<file path="src/rtl/bayer_pkg.sv">
// Shared Bayer colour-filter-array definitions, used by both the mosaicer and
// the demosaicer so that pixel-type codes always agree between the two.
package bayer_pkg;

    typedef logic [1:0] pixel_type_t;

    localparam pixel_type_t PIX_R   = 2'b00;
    localparam pixel_type_t PIX_G_R = 2'b01;
    localparam pixel_type_t PIX_G_B = 2'b10;
    localparam pixel_type_t PIX_B   = 2'b11;

    // The 2x2 CFA tile repeats, so only the position LSBs matter. Flipping x
    // swaps R<->G_R and G_B<->B; flipping y swaps R<->G_B and G_R<->B.
    function automatic pixel_type_t bayer_type(input pixel_type_t pattern,
                                               input logic        x_lsb,
                                               input logic        y_lsb);
        return pattern ^ {y_lsb, x_lsb};
    endfunction

endpackage

</file>
<file path="src/rtl/bayer_position_counter.sv">
// Raster position tracker for a pixel stream: x/y counters with line/frame
// wrap, start-of-frame resynchronisation and framing-error detection.
module bayer_position_counter #(
    parameter int WIDTH  = 640,
    parameter int HEIGHT = 480,
    parameter int XW     = $clog2(WIDTH),
    parameter int YW     = $clog2(HEIGHT)
) (
    input  logic          clk_pixel,
    input  logic          reset_n,
    input  logic          accept,
    input  logic          sof,
    output logic [XW-1:0] pos_x,
    output logic [YW-1:0] pos_y,
    output logic          frame_error
);

    localparam logic [XW-1:0] X_LAST = XW'(WIDTH - 1);
    localparam logic [YW-1:0] Y_LAST = YW'(HEIGHT - 1);

    logic [XW-1:0] x_cnt;
    logic [YW-1:0] y_cnt;
    logic [XW-1:0] x_next;
    logic [YW-1:0] y_next;
    logic          synced;
    logic          at_origin;
    logic          err_next;

    always_comb begin
        // NOTE: every combinational output gets a default first, so no path
        // can leave a signal unassigned and infer a latch.
        pos_x  = x_cnt;
        pos_y  = y_cnt;
        x_next = x_cnt;
        y_next = y_cnt;

        if (sof) begin
            pos_x = '0;
            pos_y = '0;
        end

        if (pos_x == X_LAST) begin
            x_next = '0;
            y_next = (pos_y == Y_LAST) ? '0 : pos_y + 1'b1;
        end else begin
            x_next = pos_x + 1'b1;
            y_next = pos_y;
        end

        // A misplaced sof and a missing sof are both errors; the first beat
        // after reset defines the frame origin and is never flagged.
        at_origin = (x_cnt == '0) && (y_cnt == '0);
        err_next  = accept && synced && (sof ^ at_origin);
    end

    // NOTE: sequential state uses non-blocking assignments so every register
    // samples pre-edge values regardless of statement order.
    always_ff @(posedge clk_pixel or negedge reset_n) begin
        if (!reset_n) begin
            x_cnt       <= '0;
            y_cnt       <= '0;
            synced      <= 1'b0;
            frame_error <= 1'b0;
        end else begin
            frame_error <= err_next;
            if (accept) begin
                x_cnt  <= x_next;
                y_cnt  <= y_next;
                synced <= 1'b1;
            end
        end
    end

endmodule

</file>
<file path="src/rtl/bayer_mosaic_stream.sv">
// Streaming RGB-to-Bayer mosaicer: one RGB pixel in, the single CFA sample a
// sensor would see at that raster position out, with type and frame markers.
module bayer_mosaic_stream
    import bayer_pkg::*;
#(
    parameter int          WIDTH         = 640,
    parameter int          HEIGHT        = 480,
    parameter int          BIT_WIDTH     = 8,
    parameter pixel_type_t BAYER_PATTERN = PIX_R
) (
    input  logic                   clk_pixel,
    input  logic                   reset_n,
    input  logic                   in_valid,
    output logic                   in_ready,
    input  logic [3*BIT_WIDTH-1:0] in_rgb,
    input  logic                   in_sof,
    output logic                   out_valid,
    input  logic                   out_ready,
    output logic [BIT_WIDTH-1:0]   out_raw,
    output logic [1:0]             out_pixel_type,
    output logic                   out_sof,
    output logic                   out_eol,
    output logic                   out_eof,
    output logic                   frame_error
);

    localparam int            XW     = $clog2(WIDTH);
    localparam int            YW     = $clog2(HEIGHT);
    localparam logic [XW-1:0] X_LAST = XW'(WIDTH - 1);
    localparam logic [YW-1:0] Y_LAST = YW'(HEIGHT - 1);

    logic                 accept;
    logic [XW-1:0]        pos_x;
    logic [YW-1:0]        pos_y;
    pixel_type_t          beat_type;
    logic [BIT_WIDTH-1:0] chan_r;
    logic [BIT_WIDTH-1:0] chan_g;
    logic [BIT_WIDTH-1:0] chan_b;
    logic [BIT_WIDTH-1:0] raw_sel;
    logic                 beat_eol;

    // Single output register: a new beat may enter whenever the slot is
    // empty or is being drained this same cycle.
    assign in_ready = !out_valid || out_ready;
    assign accept   = in_valid && in_ready;

    assign chan_r = in_rgb[3*BIT_WIDTH-1 -: BIT_WIDTH];
    assign chan_g = in_rgb[2*BIT_WIDTH-1 -: BIT_WIDTH];
    assign chan_b = in_rgb[BIT_WIDTH-1:0];

    bayer_position_counter #(
        .WIDTH  (WIDTH),
        .HEIGHT (HEIGHT),
        .XW     (XW),
        .YW     (YW)
    ) u_position (
        .clk_pixel   (clk_pixel),
        .reset_n     (reset_n),
        .accept      (accept),
        .sof         (in_sof),
        .pos_x       (pos_x),
        .pos_y       (pos_y),
        .frame_error (frame_error)
    );

    always_comb begin
        beat_type = bayer_type(BAYER_PATTERN, pos_x[0], pos_y[0]);
        beat_eol  = (pos_x == X_LAST);
        raw_sel   = chan_g;
        unique case (beat_type)
            PIX_R:   raw_sel = chan_r;
            PIX_B:   raw_sel = chan_b;
            default: raw_sel = chan_g;
        endcase
    end

    // NOTE: the data fields are reset along with out_valid; it is a single
    // register, and a defined post-reset value keeps the output bus clean.
    always_ff @(posedge clk_pixel or negedge reset_n) begin
        if (!reset_n) begin
            out_valid      <= 1'b0;
            out_raw        <= '0;
            out_pixel_type <= PIX_R;
            out_sof        <= 1'b0;
            out_eol        <= 1'b0;
            out_eof        <= 1'b0;
        end else if (accept) begin
            out_valid      <= 1'b1;
            out_raw        <= raw_sel;
            out_pixel_type <= beat_type;
            out_sof        <= (pos_x == '0) && (pos_y == '0);
            out_eol        <= beat_eol;
            out_eof        <= beat_eol && (pos_y == Y_LAST);
        end else if (out_ready) begin
            out_valid <= 1'b0;
        end
    end

endmodule

</file>
<file path="config.mk">
export PLATFORM = sky130hd
export DESIGN_NAME = bayer_mosaic_stream
export DESIGN_NICKNAME = d
export VERILOG_FILES = /design/src/rtl/bayer_pkg.sv /design/src/rtl/bayer_position_counter.sv /design/src/rtl/bayer_mosaic_stream.sv
export SDC_FILE = /design/constraint.sdc
export NUM_CORES = 1
export LEC_CHECK = 0
export BUFFER_PORTS_ARGS = -buffer_cell sky130_fd_sc_hd__buf_2
export CORE_ASPECT_RATIO = 0.7
export CORE_MARGIN = 5
export CORE_UTILIZATION = 45
export CTS_CLUSTER_SIZE = 8
export DETAILED_ROUTE_END_ITERATION = 8
export PLACE_DENSITY = 0.8
export SKIP_CTS_REPAIR_TIMING = 1
export SLEW_MARGIN = 25
export SYNTH_ARGS = -nofsm -noshare
export SYNTH_HDL_FRONTEND = slang
export SYNTH_SLANG_ARGS = --single-unit
</file>
<file path="constraint.sdc">
create_clock -name clk_pixel -period 2.65 [get_ports clk_pixel]
set_input_delay 0.1325 -clock clk_pixel [delete_from_list [all_inputs] [get_ports clk_pixel]]
set_output_delay 0.1325 -clock clk_pixel [all_outputs]
set_load 0.05 [all_outputs]
</file>
==> qor.yml <==
worst_setup_path:
  r2r-start: "u_position.y_cnt[0]"
  cp_top_family: "simple AND/OR/NAND/NOR gates"
  startpoint_type: "flop"
  path_depth: 7
  worstPathMaxFanout: 9
  arrival_ps: 2300
  cp-endpoint: "u_position.y_cnt[5]"
  cp-startpoint: "u_position.y_cnt[0]"
  slowest_stage: "or4_4"
  rr_endpoint: "u_position.y_cnt[5]"
  path_class: "flop to flop"
  slowest_delay_ps: 600
  path_buf_inv: 1
  cp-end-kind: "flop"
  worstRegToRegCells: 7
  r2r_slack_ps: 530
  worstPathRequired_ps: 2830
  worstPathCellList: "nand2b_1 > inv_1 > ha_1 > nand3_2 > or4_4 > a211oi_1 > o21ai_1"
route:
  via_count: 1876
  first_pass_iters: 4
  ant_nets: 0
  drt_first_iter_violations: 221
  wl_per_cell_um: 15.7
  drc_errors: 0
  wl_um: 5090
  routed_via_density: 5.79
global_route:
  grt_pass1_wl_um: 8450
  grt_pass1_vias: 1752
  grt_overflow_total: 0
  antenna_found_initial: 0
  grtUsageTotal: 0.175
  grt_start_max_net_pins: 36
placed_design:
  portBuffers: 44
  hpwl_um: 3620
  place.gp.congestion: 0.937
  place_ws_ps: 566
clock_tree:
  clock-sinks: 35
  cts_root_buf: "clkbuf_8"
  insertion_delay_ps: 290
  cts_tree: "done"
  numCtsBuffers: 5
  htreeDepth: 2
  clock_path_buffers: 2
  clk_pin_slew_worst_paths_ps: 70
logic_synthesis:
  yosys-top-cells-area: "dfrtp_1 (43%), nand2_1 (4.7%), o21ai_0 (4.1%)"
  synth_top_cell_by_area: "dfrtp_1"
  seq_area_frac_synth: 0.426
  syn_avg_cell_area_um2: 8.90
  synth-main-ff-cell: "dfrtp_1"
  yosys.cell_count.top_type: "dfrtp_1"
  synth_top_cells_by_count: "dfrtp_1 (35), nand2_1 (26), o21ai_0 (17), a21oi_1 (16), nor2_1 (13)"
  syn_area_mm2: 0.00206
  ys_ff_latch: 35
  synth_edf_count: 0
  ys_warn_count: 0
  synth_top_area_share: 0.426
  syn_nets: 263
  async_flop_share: 1.00
  syn_inst: 231
  synth.distinct_cells: 47
finish:
  num_antenna_cells: 0
  layout-drive-gt1-share: 0.242
  utilization: 0.540
  area_growth_syn_to_layout_pct: 15.0
  fin_nets: 300
  fill_cells: 398
power_and_ir_drop:
  leakage_nw: 1.06
  p_per_area_mw_per_mm2: 631
  peakVddDrop_v: 0.000419
  total_power_mw: 1.49
sta:
  rsz0062_at_grt: "false"
  period_minus_slack_ps: 2120
  hold_viol: 0
  setup_tns_ps: 0
  fmax_ghz: 0.471
  fin_ws_ps: 526
  tightest_slew_ps: 767
  whs_ps: 139
  finClkSkew_ps: 3.76
  max_slew_margin: 0.488
  finalSetupViolations: 0
  period_share: 0.802
  slew_violations: 0
min_path:
  hp-class: "input port to flop"
  hold_path_depth: 3
floorplanning:
  die_x_um: 90.8
  core_mm2: 0.00438
  std_cell_rows: 20
  start_util: 0.469
  ios: 45
  die_height_um: 66.6
  dieArea_mm2: 0.00604
job:
  drv_cap: 0
run_status:
  outcome: "completed"
==> cell usage in the layout, fill, tap and decap left out, drive strengths merged, types with 2 or more instances in the layout <==
cell / synthesis / final
buf: 9 / 48
dfrtp: 35 / 35
nand2: 26 / 26
o21ai: 21 / 21
a21oi: 16 / 16
nor2: 13 / 13
nand2b: 8 / 8
nor4: 8 / 8
a22oi: 8 / 8
nand3: 8 / 8
nand4: 7 / 7
inv: 5 / 5
nor2b: 5 / 5
nor3: 5 / 5
clkbuf: 10 / 5
a221o: 4 / 4
a41oi: 4 / 4
or3: 3 / 3
o31ai: 3 / 3
a211oi: 3 / 3
ha: 3 / 3
clkinv: 0 / 3
and4: 3 / 3
and3: 2 / 2
a32o: 2 / 2
a31oi: 2 / 2
mux2i: 2 / 2
mux2: 2 / 2
nor4b: 2 / 2
or4: 2 / 2
==> layout make-up <==
type,instances,area [um^2],share of cell area
clock buffers,5,68.8,0.0291
clock inverters,3,15.0,0.00635
inverters,5,18.8,0.00794
multi-input cells,172,1060,0.447
flip-flops and latches,35,876,0.371
well taps,55,68.8,0.0291
repair buffers,49,260,0.110
==> metrics by stage <==
stage	std cells	cell area, um^2
final	324	2360
after global routing	324	2360
after floorplan	231	2060
after global placement	315	2270
after CTS	323	2350
after detailed placement	315	2270
==> where the power goes <==
| group | switching (mW) | internal, mW | leakage (nW) |
|---|---|---|---|
| registers | 0.103 | 0.609 | 0.447 |
| logic | 0.268 | 0.135 | 0.561 |
| clock network | 0.197 | 0.180 | 0.0477 |
==> routing by layer <==
| metal | part of all wire | GRT usage | wire length, um | vias to the layer above |
|---|---|---|---|---|
| met5 | 0 | 0 | 0 | - |
| met4 | 0.0079 | 0.0549 | 40 | 0 |
| met3 | 0.063 | 0.0440 | 323 | 5 |
| met2 | 0.44 | 0.269 | 2260 | 57 |
| met1 | 0.48 | 0.243 | 2460 | 881 |
| li1 | - | - | - | 933 |
==> flip-flops by register name, indices dropped and copies added, names as in the netlist <==
register                flops
out_pixel_type              2
out_eof                     1
u_position.synced           1
u_position.x_cnt           10
out_raw                     8
out_valid                   1
u_position.frame_error      1
u_position.y_cnt            9
out_sof                     1
out_eol                     1
==> worst min path at each step <==
stage                from         end  slack, ps
2_1_floorplan     reset_n     out_eof       -160
3_3_place_gp      reset_n   out_valid        260
3_5_place_dp      reset_n  out_raw[7]        260
4_1_cts           reset_n  out_raw[7]        -70
5_1_grt        in_rgb[12]  out_raw[4]        120
6_report       in_rgb[12]  out_raw[4]        140
==> tightest hold or removal path: stages <==
cell     delay [ps]
buf_2            70
a21oi_1          50
o21ai_0         140
==> cell families (layout without fill, tap and decap cells) <==
family                   Yosys count  in the layout  share of synthesized area
AO/OA/AOI/OAI                     68             68                      0.216
adder cells (fa/ha/maj)            3              3                     0.0183
buffers and inverters             24             62                     0.0603
flip-flops                        35             35                      0.426
multiplexers                       4              4                     0.0207
AND/OR/NAND/NOR                   97             97                      0.259
No activity file was read; power rests on OpenSTA's default activity.
